File: config.mk
export PLATFORM = sky130hd
export DESIGN_NAME = money_sequencer
export DESIGN_NICKNAME = d
export VERILOG_FILES = /design/src/rtl/money_sequencer.sv
export SDC_FILE = /design/constraint.sdc
export NUM_CORES = 1
export LEC_CHECK = 0
export ABC_CLOCK_PERIOD_IN_PS = 4700
export BUFFER_PORTS_ARGS = -buffer_cell sky130_fd_sc_hd__buf_2
export CORE_ASPECT_RATIO = 2
export CORE_MARGIN = 2
export CORE_UTILIZATION = 27
export DETAILED_ROUTE_END_ITERATION = 16
export PLACE_DENSITY = 0.51
export SLEW_MARGIN = 10
export SYNTH_ARGS = -nofsm -noshare
export SYNTH_HDL_FRONTEND = slang
export SYNTH_SLANG_ARGS = --single-unit
File: constraint.sdc
create_clock -name clk -period 4.7 [get_ports clk]
set_input_delay 0.705 -clock clk [delete_from_list [all_inputs] [get_ports clk]]
set_output_delay 0.705 -clock clk [all_outputs]
set_load 0.005 [all_outputs]
File: src/rtl/money_sequencer.sv
// money_sequencer: control stage for the per-digit BCD accumulators of the money path.
// Coins and purchases become digit-serial add/subtract sequences (LSD first). A shadow copy
// of the credit supplies each digit's carry/borrow and drives the overflow/underflow refusals.
module money_sequencer #(
  parameter int DIGITS = 3
) (
  input  logic                  clk,
  input  logic                  clear,
  input  logic                  coin_valid,
  input  logic [1:0]            coin_code,
  input  logic                  buy_req,
  input  logic [4*DIGITS-1:0]   price_bcd,
  output logic                  buy_ack,
  output logic                  buy_reject,
  output logic                  coin_reject,
  output logic [3:0]            dig_num,
  output logic                  dig_cin,
  output logic                  dig_mode,
  output logic [DIGITS-1:0]     dig_en,
  output logic [4*DIGITS-1:0]   credit_bcd,
  output logic                  busy,
  output logic                  done
);

  localparam int DW = (DIGITS > 1) ? $clog2(DIGITS) : 1;
  localparam logic [DW-1:0] LAST_DIG = DW'(DIGITS - 1);

  typedef enum logic [2:0] {
    S_IDLE, S_LOAD, S_CHECK, S_SETUP, S_STROBE, S_DONE
  } state_t;

  state_t            r_state, w_state_next;
  logic [DW-1:0]     r_dig, w_dig_next;
  logic [1:0]        r_coin_code, w_coin_code_next;
  logic              r_pend_valid, w_pend_valid_next;
  logic [1:0]        r_pend_code, w_pend_code_next;
  logic [3:0]        r_oper [DIGITS];
  logic [3:0]        w_oper_next [DIGITS];
  logic [3:0]        r_cred [DIGITS];
  logic [3:0]        w_cred_next [DIGITS];

  logic              r_buy_ack, w_buy_ack_next;
  logic              r_buy_reject, w_buy_reject_next;
  logic              r_coin_reject, w_coin_reject_next;
  logic [3:0]        r_dig_num, w_dig_num_next;
  logic              r_dig_cin, w_dig_cin_next;
  logic              r_dig_mode, w_dig_mode_next;
  logic [DIGITS-1:0] r_dig_en, w_dig_en_next;
  logic              r_busy, r_done, w_done_next;

  // Coin value as two BCD digits, per-digit views of coin, price and credit
  logic [7:0]          w_coin_bcd;
  logic [3:0]          w_coin_dig [DIGITS];
  logic [3:0]          w_price_dig [DIGITS];
  logic [4*DIGITS-1:0] w_credit_bcd;
  logic [4*DIGITS-1:0] w_limit;
  logic                w_coin_wide;
  logic                w_overflow;
  logic                w_short;

  always_comb begin
    case (r_coin_code)
      2'b00:   w_coin_bcd = 8'h01;
      2'b01:   w_coin_bcd = 8'h02;
      2'b10:   w_coin_bcd = 8'h05;
      default: w_coin_bcd = 8'h10;
    endcase
  end

  for (genvar gi = 0; gi < DIGITS; gi++) begin : g_digit
    if (gi == 0) begin : g_lo
      assign w_coin_dig[gi] = w_coin_bcd[3:0];
    end else if (gi == 1) begin : g_hi
      assign w_coin_dig[gi] = w_coin_bcd[7:4];
    end else begin : g_zero
      assign w_coin_dig[gi] = 4'd0;
    end
    assign w_price_dig[gi]        = price_bcd[4*gi +: 4];
    assign w_credit_bcd[4*gi +: 4] = r_cred[gi];
    // All-nines minus the coin, digit-wise; no borrows since every coin digit is <= 9
    assign w_limit[4*gi +: 4]      = 4'd9 - w_coin_dig[gi];
  end

  // Packed BCD orders the same as the numbers it encodes, so plain compares suffice
  assign w_coin_wide = (DIGITS < 2) && (w_coin_bcd[7:4] != 4'd0);
  assign w_overflow  = w_coin_wide || (w_credit_bcd > w_limit);
  assign w_short     = w_credit_bcd < price_bcd;

  // Digit arithmetic for the digit currently strobed, using the held operand/cin/mode
  logic [3:0]    w_cur_cred, w_cur_num, w_add_dig, w_sub_dig, w_new_dig;
  logic [4:0]    w_sum, w_take;
  logic          w_carry, w_borrow, w_cout;
  logic [DW-1:0] w_dig_inc;

  assign w_cur_cred = r_cred[r_dig];
  assign w_cur_num  = r_oper[r_dig];
  assign w_sum      = {1'b0, w_cur_cred} + {1'b0, w_cur_num} + {4'd0, r_dig_cin};
  assign w_carry    = w_sum > 5'd9;
  assign w_add_dig  = w_carry ? 4'(w_sum - 5'd10) : w_sum[3:0];
  assign w_take     = {1'b0, w_cur_num} + {4'd0, r_dig_cin};
  assign w_borrow   = {1'b0, w_cur_cred} < w_take;
  assign w_sub_dig  = w_borrow ? 4'({1'b0, w_cur_cred} + 5'd10 - w_take)
                               : 4'({1'b0, w_cur_cred} - w_take);
  assign w_new_dig  = r_dig_mode ? w_sub_dig : w_add_dig;
  assign w_cout     = r_dig_mode ? w_borrow : w_carry;
  assign w_dig_inc  = r_dig + 1'b1;

  // Next-state and next-output logic; outputs are registered from these values
  always_comb begin
    w_state_next       = r_state;
    w_dig_next         = r_dig;
    w_coin_code_next   = r_coin_code;
    w_pend_valid_next  = r_pend_valid;
    w_pend_code_next   = r_pend_code;
    w_oper_next        = r_oper;
    w_cred_next        = r_cred;
    w_dig_num_next     = r_dig_num;
    w_dig_cin_next     = r_dig_cin;
    w_dig_mode_next    = r_dig_mode;
    w_dig_en_next      = '0;
    w_buy_ack_next     = 1'b0;
    w_buy_reject_next  = 1'b0;
    w_coin_reject_next = 1'b0;
    w_done_next        = 1'b0;

    case (r_state)
      S_IDLE: begin
        if (r_pend_valid) begin
          // Pending coin goes first; a coin arriving now refills the slot
          w_coin_code_next  = r_pend_code;
          w_pend_valid_next = coin_valid;
          w_pend_code_next  = coin_code;
          w_state_next      = S_LOAD;
        end else if (coin_valid) begin
          w_coin_code_next = coin_code;
          w_state_next     = S_LOAD;
        end else if (buy_req) begin
          w_buy_ack_next    = 1'b1;
          w_buy_reject_next = w_short;
          w_state_next      = S_CHECK;
        end
      end
      S_LOAD: begin
        if (w_overflow) begin
          w_coin_reject_next = 1'b1;
          w_state_next       = S_IDLE;
        end else begin
          for (int i = 0; i < DIGITS; i++) w_oper_next[i] = w_coin_dig[i];
          w_dig_next      = '0;
          w_dig_num_next  = w_coin_dig[0];
          w_dig_cin_next  = 1'b0;
          w_dig_mode_next = 1'b0;
          w_state_next    = S_SETUP;
        end
      end
      S_CHECK: begin
        if (r_buy_reject) begin
          w_state_next = S_IDLE;
        end else begin
          for (int i = 0; i < DIGITS; i++) w_oper_next[i] = w_price_dig[i];
          w_dig_next      = '0;
          w_dig_num_next  = w_price_dig[0];
          w_dig_cin_next  = 1'b0;
          w_dig_mode_next = 1'b1;
          w_state_next    = S_SETUP;
        end
      end
      S_SETUP: begin
        w_dig_en_next = DIGITS'(1) << r_dig;
        w_state_next  = S_STROBE;
      end
      S_STROBE: begin
        w_cred_next[r_dig] = w_new_dig;
        if (r_dig == LAST_DIG) begin
          w_done_next  = 1'b1;
          w_state_next = S_DONE;
        end else begin
          w_dig_next     = w_dig_inc;
          w_dig_num_next = r_oper[w_dig_inc];
          w_dig_cin_next = w_cout;
          w_state_next   = S_SETUP;
        end
      end
      S_DONE:  w_state_next = S_IDLE;
      default: w_state_next = S_IDLE;
    endcase

    // Coins arriving mid-operation: one may wait, any further one is dropped
    if (r_state != S_IDLE && coin_valid) begin
      if (r_pend_valid) begin
        w_coin_reject_next = 1'b1;
      end else begin
        w_pend_valid_next = 1'b1;
        w_pend_code_next  = coin_code;
      end
    end
  end

  // State and output registers; clear wipes everything immediately
  always_ff @(posedge clk or posedge clear) begin
    if (clear) begin
      r_state       <= S_IDLE;
      r_dig         <= '0;
      r_coin_code   <= 2'b00;
      r_pend_valid  <= 1'b0;
      r_pend_code   <= 2'b00;
      for (int i = 0; i < DIGITS; i++) begin
        r_oper[i] <= 4'd0;
        r_cred[i] <= 4'd0;
      end
      r_buy_ack     <= 1'b0;
      r_buy_reject  <= 1'b0;
      r_coin_reject <= 1'b0;
      r_dig_num     <= 4'd0;
      r_dig_cin     <= 1'b0;
      r_dig_mode    <= 1'b0;
      r_dig_en      <= '0;
      r_busy        <= 1'b0;
      r_done        <= 1'b0;
    end else begin
      r_state       <= w_state_next;
      r_dig         <= w_dig_next;
      r_coin_code   <= w_coin_code_next;
      r_pend_valid  <= w_pend_valid_next;
      r_pend_code   <= w_pend_code_next;
      r_oper        <= w_oper_next;
      r_cred        <= w_cred_next;
      r_buy_ack     <= w_buy_ack_next;
      r_buy_reject  <= w_buy_reject_next;
      r_coin_reject <= w_coin_reject_next;
      r_dig_num     <= w_dig_num_next;
      r_dig_cin     <= w_dig_cin_next;
      r_dig_mode    <= w_dig_mode_next;
      r_dig_en      <= w_dig_en_next;
      r_busy        <= (w_state_next != S_IDLE);
      r_done        <= w_done_next;
    end
  end

  assign buy_ack     = r_buy_ack;
  assign buy_reject  = r_buy_reject;
  assign coin_reject = r_coin_reject;
  assign dig_num     = r_dig_num;
  assign dig_cin     = r_dig_cin;
  assign dig_mode    = r_dig_mode;
  assign dig_en      = r_dig_en;
  assign credit_bcd  = w_credit_bcd;
  assign busy        = r_busy;
  assign done        = r_done;

endmodule

# Word-level counts from Yosys, hierarchy flattened
# Index checks and enable logic that the tools add are counted.
[totals]
ff_bits = 48
inputBits = 18
out_inout_bits = 26
elab_cells = 128
[op_classes]
addsub = 10
n_lt_le_gt_ge = 7
n_eq_ne = 10
shift = 1
muxes = 66
bitwise_logic = 2
reduce_logical = 12
[ops]
columns = ["op", "count"]
rows = [
  ["$mux W4", 13],
  ["$bmux W4 S2", 3],
  ["$mux W12", 2],
  ["$pmux W12 S2", 1],
  ["$mux W1", 23],
  ["$mux W2", 11],
  ["$mux W3", 5],
  ["$pmux W3 S5", 1],
  ["$pmux W5 S3", 1],
  ["$bwmux W12", 1],
  ["$gt A12 B12 Y1", 1],
  ["$lt A12 B12 Y1", 1],
  ["$pmux W4 S3", 1],
  ["$reduce_bool A3 Y1", 3],
  ["$demux W4 S2", 1],
  ["$sub A4 B4 Y4", 2],
  ["$sub A4 B4 Y4 const A", 2],
  ["$eq A3 B2 Y1 const B", 2],
  ["$ge A3 B3 Y1 const B", 2],
  ["$ne A2 B2 Y1 const B", 3],
  ["$not A2 Y3", 2],
  ["$pmux W2 S3", 1],
  ["$add A4 B1 Y5", 1],
  ["$add A4 B4 Y5", 1],
  ["21 further kinds", 24],
]

# Depth between registers and ports, before layout
# Gate-level depths: netlist (run 1).
[depth]
depth_word = 10
mapped_depth = 19
ltp_nobuf = 17

# Least setup slack after synthesis (run 1)
# No wires, ideal clock.
[synth_timing]
path_type = "reg2reg"
start = "register r_dig[0]"
end = "register r_cred (netlist bit credit_bcd[7])"
setup_time_ns = 0.080
t_arrival_ns = 3.794
required_time_ns = 4.620
slack_ns = 0.826
path_stages_with_launch = 20
path_buffers = 2
period_less_slack_ns = 3.874
path_cell_list = "dfrtp_1 -> buf_4 -> clkbuf_1 -> mux2i_1 -> nor2_1 -> a21oi_1 -> inv_1 -> ha_1 -> ha_1 -> inv_1 -> ha_1 -> inv_1 -> ha_1 -> inv_1 -> fa_1 -> xor2_1 -> or3b_2 -> a21oi_1 -> or4_4 -> o21ai_1"
[synth_between]
elab_chain_cells = 10
word_cells_on_any_way = 25
classes_between = "7 x add/sub; 4 x order compare; 12 x mux; 1 x bitwise; 1 x reduce/logical"
[synth_rtl]
columns = ["element", "line_no", "source"]
rows = [
  ["from (decl)", "33", "logic [DW-1:0] r_dig, w_dig_next;"],
  ["from (signal assigned)", "222", "r_dig <= w_dig_next;"],
  ["$not A2 Y3 (implied by the code) *", "95, 96, 173", ""],
  ["$bmux W4 S2 (on tied branches)", "95, 96", ""],
  ["$mux W4 (on tied branches) (2 in series)", "95, 96", ""],
  ["$add A4 B4 Y5", "97", "assign w_sum = {1'b0, w_cur_cred} + {1'b0, w_cur_num} + {4'd0, r_dig_cin};"],
  ["$add A5 B1 Y5", "97", ""],
  ["$sub A4 B4 Y4 or $gt A5 B4 Y1 (tied branches)", "99, 98", ""],
  ["$mux W4", "99", "assign w_add_dig = w_carry ? 4'(w_sum - 5'd10) : w_sum[3:0];"],
  ["$mux W4", "104", "assign w_new_dig = r_dig_mode ? w_sub_dig : w_add_dig;"],
  ["$bwmux W12 *", "173", "w_cred_next[r_dig] = w_new_dig;"],
  ["to (signal assigned)", "227", "r_cred <= w_cred_next;"],
  ["to (decl)", "39", "logic [3:0] r_cred [DIGITS];"],
]
# Every way passes the cells marked *; elsewhere a longest branch is shown, timed or not. The select of a mux whose other input is x is not followed.
# A chain may end at the register's enable or synchronous reset.

# Worst setup path in the final report (run 1)
[layout_timing]
start = "register r_dig[0]"
end = "register r_cred (netlist bit credit_bcd[3])"
# Same word-level chain as after synthesis.

==> metrics.txt, run 1 <==
Switching Power=1.544 mW; Syn-to-layout area delta=15.66%; PostCTS Resize Cnt=0; R2R cell count=17; Comb power frac=0.640; reg2reg end=credit_bcd[3]$_DFFE_PP0P_; type of element capturing the critical path=register; largest net degree at the start of global routing=49; antenna cells=0; starting density of the core=0.2741; Die Ht=160.0 um; WL final=8432 um; Max VDD drop=0.0005673 V; CTS Root Cell=clkbuf_16; Setup crit end=credit_bcd[3]$_DFFE_PP0P_; Max Clock Skew=0.004561 ns; Remaining DRCs=0; Top FF cell, synth=dfrtp_1; dpl cell area=0.003649 sq mm; CTS H-Tree Depth=2; Seq/Total Area, Yosys=0.3657; CTS tree=yes; worst r2r src=r_dig[0]$_DFFE_PP0P_; Clock power frac=0.114; number of global-route vias before repair=2515; setup TNS=0 ns; # IOs=44; clock latency at the later pin of the worst-skew pair=0.29 ns; row cnt=57; DR pass1 iterations=4; critical path launch point type=register; synthesized instance count=340; DP Wirelength=6608 um; total track usage=0.1349; layout cell share with drive strength beyond 1=0.1697; status=finished, final reports clean; final setup violation count=0; clock transition at the registers of the reported paths=0.07 ns; core box area=0.01198 sq mm; Finished Cell Area=0.003799 sq mm; Die ar.=0.01312 sq mm; async set-reset flop share out of synthesis=1.000; postcts setup bufs=0; Area contributors post-synth=dfrtp_1 (37%), ha_1 (14%), mux2i_1 (6.7%), inv_1 (4.2%), nand2_1 (3.2%); hold crit path type=reg -> reg; DIE WIDTH=81.99 um; Placer Congestion=0.8148; Reg2Reg Setup Slack=0.72 ns; count of different cell masters after synthesis=56; wire per inst=15.91 um; Clock Tree Buf Depth=2; worst hold slack=0.4896 ns; Via density=4.853; Post-synth EDFFs=0; final hold vios=0; Final Slew Violations=0; Final period util=0.8473; RSZ-0062 raised after global routing=false; cell taking the most area after synthesis=dfrtp_1; min cycle time layout=3.983 ns; placed cells=522; fin cells=530; Max-Cap Viols=0; via count=2572; Max Fanout on Critical Path=13; Worst-Margin Slew=1.033 ns; Reg power frac=0.246; switching share of power=0.4767; Mapped Avg Cell Area=9.660 sq um; cell-internal power=1.696 mW; initial antenna violation count=0; global-route wire length before repair=13730 um; Synth Cell Area=0.003284 sq mm; CTS buffer count=5; Pwr Density=852.9 mW/mm^2; Crit path required time=4.91 ns; Worst Path Arrival=4.19 ns; DR iter-0 viols=121; relative slew slack=0.3105; # nets final=441; Leak=1.961 nW; port buffer count=43; Remaining Overflow, GRT=0; share of the synthesized area in the top cell type=0.3657; antenna-violating nets left=0; Ys Warns=0; clk sinks=48; Synth Register Bits=48; Fmax=251.1 MHz; WS Path Type=reg -> reg; Syn Nets=399; Crit. Startpoint=r_dig[0]$_DFFE_PP0P_; Post-CTS Hold Buffers=0
-- cell usage in the layout (no fill, tap or decap), types with 2 or more instances in the layout --
| master | instances |
|---|---|
| fa_1 | 4 |
| and3b_1 | 2 |
| nor3b_1 | 2 |
| buf_2 | 43 |
| nand2b_1 | 3 |
| o221ai_1 | 3 |
| ha_1 | 37 |
| nor4bb_1 | 2 |
| a21oi_1 | 18 |
| nor3_1 | 4 |
| mux2_1 | 2 |
| mux2i_1 | 22 |
| nand3b_1 | 2 |
| xor2_1 | 4 |
| a311oi_1 | 2 |
| nand3_1 | 10 |
| or3_1 | 2 |
| a21o_1 | 11 |
| a31oi_1 | 3 |
| and4_1 | 2 |
| xnor2_1 | 3 |
| mux2_2 | 3 |
| dfrtp_1 | 48 |
| nor2_1 | 16 |
| a22o_1 | 7 |
| nand4_1 | 3 |
| inv_1 | 36 |
| and2_1 | 3 |
| o21ai_1 | 12 |
| nand2_1 | 28 |
| o211ai_1 | 2 |
| clkbuf_16 | 5 |
| o21ai_0 | 12 |
| o22ai_1 | 2 |
-- power by group through the flow --
| stage | Combinational [mW] | Clock [mW] | Sequential (mW) |
|---|---|---|---|
| floorplan | 1.61 | 0 | 0.701 |
| global placement | 2.07 | 0 | 0.805 |
| detailed placement | 2.08 | 0 | 0.805 |
| CTS | 2.10 | 0.377 | 0.799 |
| global route | 2.35 | 0.394 | 0.828 |
| finish | 2.07 | 0.369 | 0.797 |
-- flip-flops by register name, indices dropped and copies added (netlist names) --
signal / cells
buy_reject: 1
done: 1
credit_bcd: 12
dig_mode: 1
buy_ack: 1
busy: 1
dig_cin: 1
coin_reject: 1
dig_en: 3
r_coin_code: 2
r_pend_code: 2
r_oper: 12
r_pend_valid: 1
dig_num: 4
r_state: 3
r_dig: 2
-- layer usage --
metal  vias to the layer above  global-route usage  wire (um)
met5                         -                   0          0
met1                      1212              0.2057       4110
met3                         4             0.01977        309
met4                         0             0.02500         57
met2                        66              0.2025       3954
li1                       1290                   -          -
-- worst max-delay path, cell delays in order (launching register included) --
cell and delay [ns]:
dfrtp_1 0.64, buf_4 0.31, nor2b_4 0.07, a21oi_1 0.23, inv_1 0.07, ha_1 0.20
ha_1 0.34, inv_1 0.06, ha_1 0.28, inv_1 0.05, ha_1 0.14, inv_1 0.05
fa_1 0.36, xor2_1 0.18, or3b_2 0.14, a21oi_1 0.05, or4_4 0.57, o21ai_1 0.16
-- through the flow --
step           total power, mW  utilization  worst slack, ns
6_report                 3.240       0.3170           0.7175
2_1_floorplan            2.309            -           0.8262
3_5_place_dp             2.888       0.3045           0.7496
5_1_grt                  3.569       0.3170           0.4077
4_1_cts                  3.275       0.3170           0.7013
3_3_place_gp             2.870       0.3045           0.8145
-- cell type report --
type	count	area (sq um)
timing repair buffer	44	222.7
inverter	37	138.9
tap	147	183.9
sequential	48	1201
clock inverter	1	7.507
multi-input combinational	246	1902
fill	1280	8183
clock buffer	7	142.6
-- cell families after synthesis --
logic type / count (synthesis) / share of synthesized area
flip-flops: 48 / 0.3657
AND/OR/NAND/NOR: 86 / 0.1375
buffers and inverters: 46 / 0.05524
XOR/XNOR: 7 / 0.01867
adder cells (fa/ha/maj): 41 / 0.1653
AO/OA/AOI/OAI: 85 / 0.1733
multiplexers: 27 / 0.08419
-- worst min path at each step --
stage	startpoint	end	slack (ns)	depth (start not counted)
after CTS	dig_num[2]$_DFFE_PP0P_	dig_num[2]$_DFFE_PP0P_	0.50	1
after global routing	r_pend_code[1]$_DFF_PP0_	r_pend_code[1]$_DFF_PP0_	0.53	1
final	dig_num[2]$_DFFE_PP0P_	dig_num[2]$_DFFE_PP0P_	0.49	1
after floorplan	r_oper[11]$_DFFE_PP0P_	r_oper[11]$_DFFE_PP0P_	0.47	1
after global placement	dig_num[2]$_DFFE_PP0P_	dig_num[2]$_DFFE_PP0P_	0.47	1
after detailed placement	dig_num[2]$_DFFE_PP0P_	dig_num[2]$_DFFE_PP0P_	0.48	1
-- Yosys cell counts (3+ instances only) --
| cell type | instances |
|---|---|
| mux2i_1 | 22 |
| inv_1 | 37 |
| a21o_1 | 11 |
| xnor2_1 | 3 |
| and2_1 | 3 |
| dfrtp_1 | 48 |
| nand4_1 | 3 |
| clkbuf_1 | 6 |
| fa_1 | 4 |
| nor2_1 | 16 |
| o221ai_1 | 3 |
| nor3_1 | 4 |
| xor2_1 | 4 |
| a31oi_1 | 3 |
| a22o_1 | 7 |
| a21oi_1 | 18 |
| mux2_2 | 3 |
| ha_1 | 37 |
| nand2b_1 | 3 |
| nand2_1 | 28 |
| o21ai_1 | 12 |
| nand3_1 | 10 |
| o21ai_0 | 12 |
Note: power is estimated with default switching activity, not from simulation.
==> inputs of run 2 (changes only) <==
Settings changed: ABC_AREA from default to 1, ABC_CLOCK_PERIOD_IN_PS 4700 to 3500, PLACE_DENSITY 0.51 to 0.53.
Clock period 4.7 ns to 3.5 ns, I/O delays scaled along.
==> run 2 against run 1 <==
Utilization increased by 0.87 points. Sequential power increased by 27%. Cell area increased by 7.0%. Global-route usage increased by 3.0 points. Wire length increased by 27%. Synthesized area increased by 3.9%. Worst hold slack got worse by 0.025 ns.
==> metrics.txt, run 2 <==
share of the synthesized area in the top cell type=0.3520; port buffer count=43; Final Slew Violations=0; setup TNS=0 ns; type of element capturing the critical path=register; Worst path max stage delay=0.42 ns; final total power=4.848 mW; antenna-violating nets left=0; total track usage=0.1647; Final period util=0.9201; DR pass1 iterations=4; Crit path required time=3.73 ns; via count=3157; largest family of logic cells by synthesized area=simple AND/OR/NAND/NOR gates; Max Fanout on Critical Path=10; Finished Cell Area=0.004066 sq mm; # IOs=44; status=finished, final reports clean; row cnt=58; Die Ht=163.0 um; Critical Path Slowest Stage Cell=dfrtp_1; Synth Area in XOR/XNOR=0.01283; Top FF cell, synth=dfrtp_1; Max-Cap Viols=0; count of different cell masters after synthesis=36; final worst slack=0.2796 ns; clk sinks=48; CTS Root Cell=clkbuf_16; Area contributors post-synth=dfrtp_1 (35%), ha_1 (14%), nand2_1 (13%), inv_1 (7.6%), o21ai_0 (5.1%); DP Wirelength=8862 um; Die ar.=0.01361 sq mm; Post-synth EDFFs=0; Mapped Avg Cell Area=7.633 sq um; CTS H-Tree Depth=2; Ys Warns=0; most common cell after layout, fill and taps aside=nand2_1; layout cell share with drive strength beyond 1=0.1693; wire per inst=16.43 um; dpl cell area=0.003850 sq mm; global-route wire length before repair=17170 um; Syn Nets=506; # nets final=560; Syn-to-layout area delta=19.18%; Post-CTS Hold Buffers=0; cell taking the most area after synthesis=dfrtp_1; Seq/Total Area, Yosys=0.3520; CP Buf/Inv Count=7; hold crit path type=in -> async; Worst Path Arrival=3.45 ns; top-count cell post-synth=nand2_1; post-synthesis adder-cell area fraction=0.1591; top cells by count, synth=nand2_1 (116), inv_1 (69), dfrtp_1 (48); final hold vios=0; Fmax=310.5 MHz; core box area=0.01248 sq mm; Clock Tree Buf Depth=2; critical path launch point type=register; antenna cells=0; clock transition at the registers of the reported paths=0.07 ns; Synth Cell Area=0.003412 sq mm; initial antenna violation count=0; RSZ-0062 raised after global routing=false; Max VDD drop=0.0004646 V; postcts setup bufs=0; fin cells=652; Synth Register Bits=48; WL final=10710 um; number of global-route vias before repair=3296; Synth Area in Compound Gates=0.1302; Remaining DRCs=0; async set-reset flop share out of synthesis=1.000; clock latency at the later pin of the worst-skew pair=0.29 ns; final setup violation count=0; CTS buffer count=5; Worst-Margin Slew=1.037 ns; mux cell area share after synthesis=0; placed cells=644; Cell Chain, Critical Path=inv_2, nor2_4, inv_2, o21a_1, inv_1, ha_1, ha_1, inv_1, ha_1, inv_1, ha_1, inv_1, fa_1, xnor2_1, inv_1, nand2_1, nand3_1, nand2_1, nand2_1, nand2_1; pre-CTS setup slack=0.2555 ns; synthesized instance count=447; most frequent CP cell=inv_1; Placer Congestion=0.9079; starting density of the core=0.2734; Simple-Gate Fraction of Synth Area=0.2508; CTS tree=yes; largest net degree at the start of global routing=49; Pwr Density=1192 mW/mm^2; WS Path Type=reg -> reg; DIE WIDTH=83.49 um; min cycle time layout=3.220 ns; delay-heaviest family, CP=adder cells; Leak=2.169 nW; Via density=4.842; Finished Core Util=0.3258; Max Clock Skew=0.006386 ns; most frequent cells in the layout=nand2_1 (116), inv_1 (68), dfrtp_1 (47), buf_2 (43), ha_1 (37); Remaining Overflow, GRT=0; relative slew slack=0.3084; worst hold slack=0.4646 ns; DR iter-0 viols=202
==> run 2: cell types whose count changed after synthesis, sizes merged, moves of 12 or more <==
cell and change:
inv +40, nand2 +93, o21ai +14, nand3 +21, nor2 +12, mux2i -22
==> run 2: worst paths after layout <==
path | from | endpoint | slack, ns | depth (start not counted)
max | r_dig[1]$_DFFE_PP0P_ | credit_bcd[7]$_DFFE_PP0P_ | 0.28 | 20
min | clear | dig_num[3]$_DFFE_PP0P_ | 0.46 | 2
max reg2reg | r_dig[1]$_DFFE_PP0P_ | credit_bcd[7]$_DFFE_PP0P_ | 0.28 | 20
min reg2reg | dig_num[1]$_DFFE_PP0P_ | dig_num[1]$_DFFE_PP0P_ | 0.48 | 2
max in group asynchronous | clear | r_dig[0]$_DFFE_PP0P_ | 2.31 | 2
min in group clk | coin_code[0] | r_pend_code[0]$_DFF_PP0_ | 0.48 | 3
==> run 2: repair_timing <==
item	in CTS	in global routing
resized for setup	0	1
endpoints found under the setup margin	0	3
hold endpoints to repair	0	0
==> run 2: where the power goes <==
group          total (mW)  switching [mW]  internal (mW)  leakage (nW)
combinational        3.14            1.97           1.17          1.46
sequential           1.01           0.235          0.770         0.609
clock               0.698           0.216          0.482         0.104
==> run 2: layout make-up <==
type | instances | area [sq um]
well taps | 150 | 187.7
fillers | 1330 | 8416
flip-flops and latches | 48 | 1202
inverters | 77 | 291.5
multi-input cells | 317 | 1887
clock buffers | 5 | 125.1
clock inverters | 3 | 90.09
repair buffers | 52 | 282.8
==> run 2: kinds of logic after synthesis <==
family,count (synthesis)
simple gates,193
buf+inv,82
compound gates,78
flops,48
fa+ha+maj,41
xor+xnor,5
==> run 2: layer usage <==
layer,part of all wire,track usage,vias up
met5,0,0,-
met4,0.071,0.1254,0
met3,0.029,0.01673,37
met2,0.58,0.3277,86
met1,0.32,0.1471,1489
li1,-,-,1545
==> run 2: worst register-to-register path, delay by kind of cell, from the launching register on <==
| family | cells | cell delay [ns] |
|---|---|---|
| fa+ha+maj | 5 | 1.34 |
| buf+inv | 7 | 0.58 |
| simple gates | 6 | 0.43 |
| flops | 1 | 0.42 |
| xor+xnor | 1 | 0.20 |
| compound gates | 1 | 0.16 |
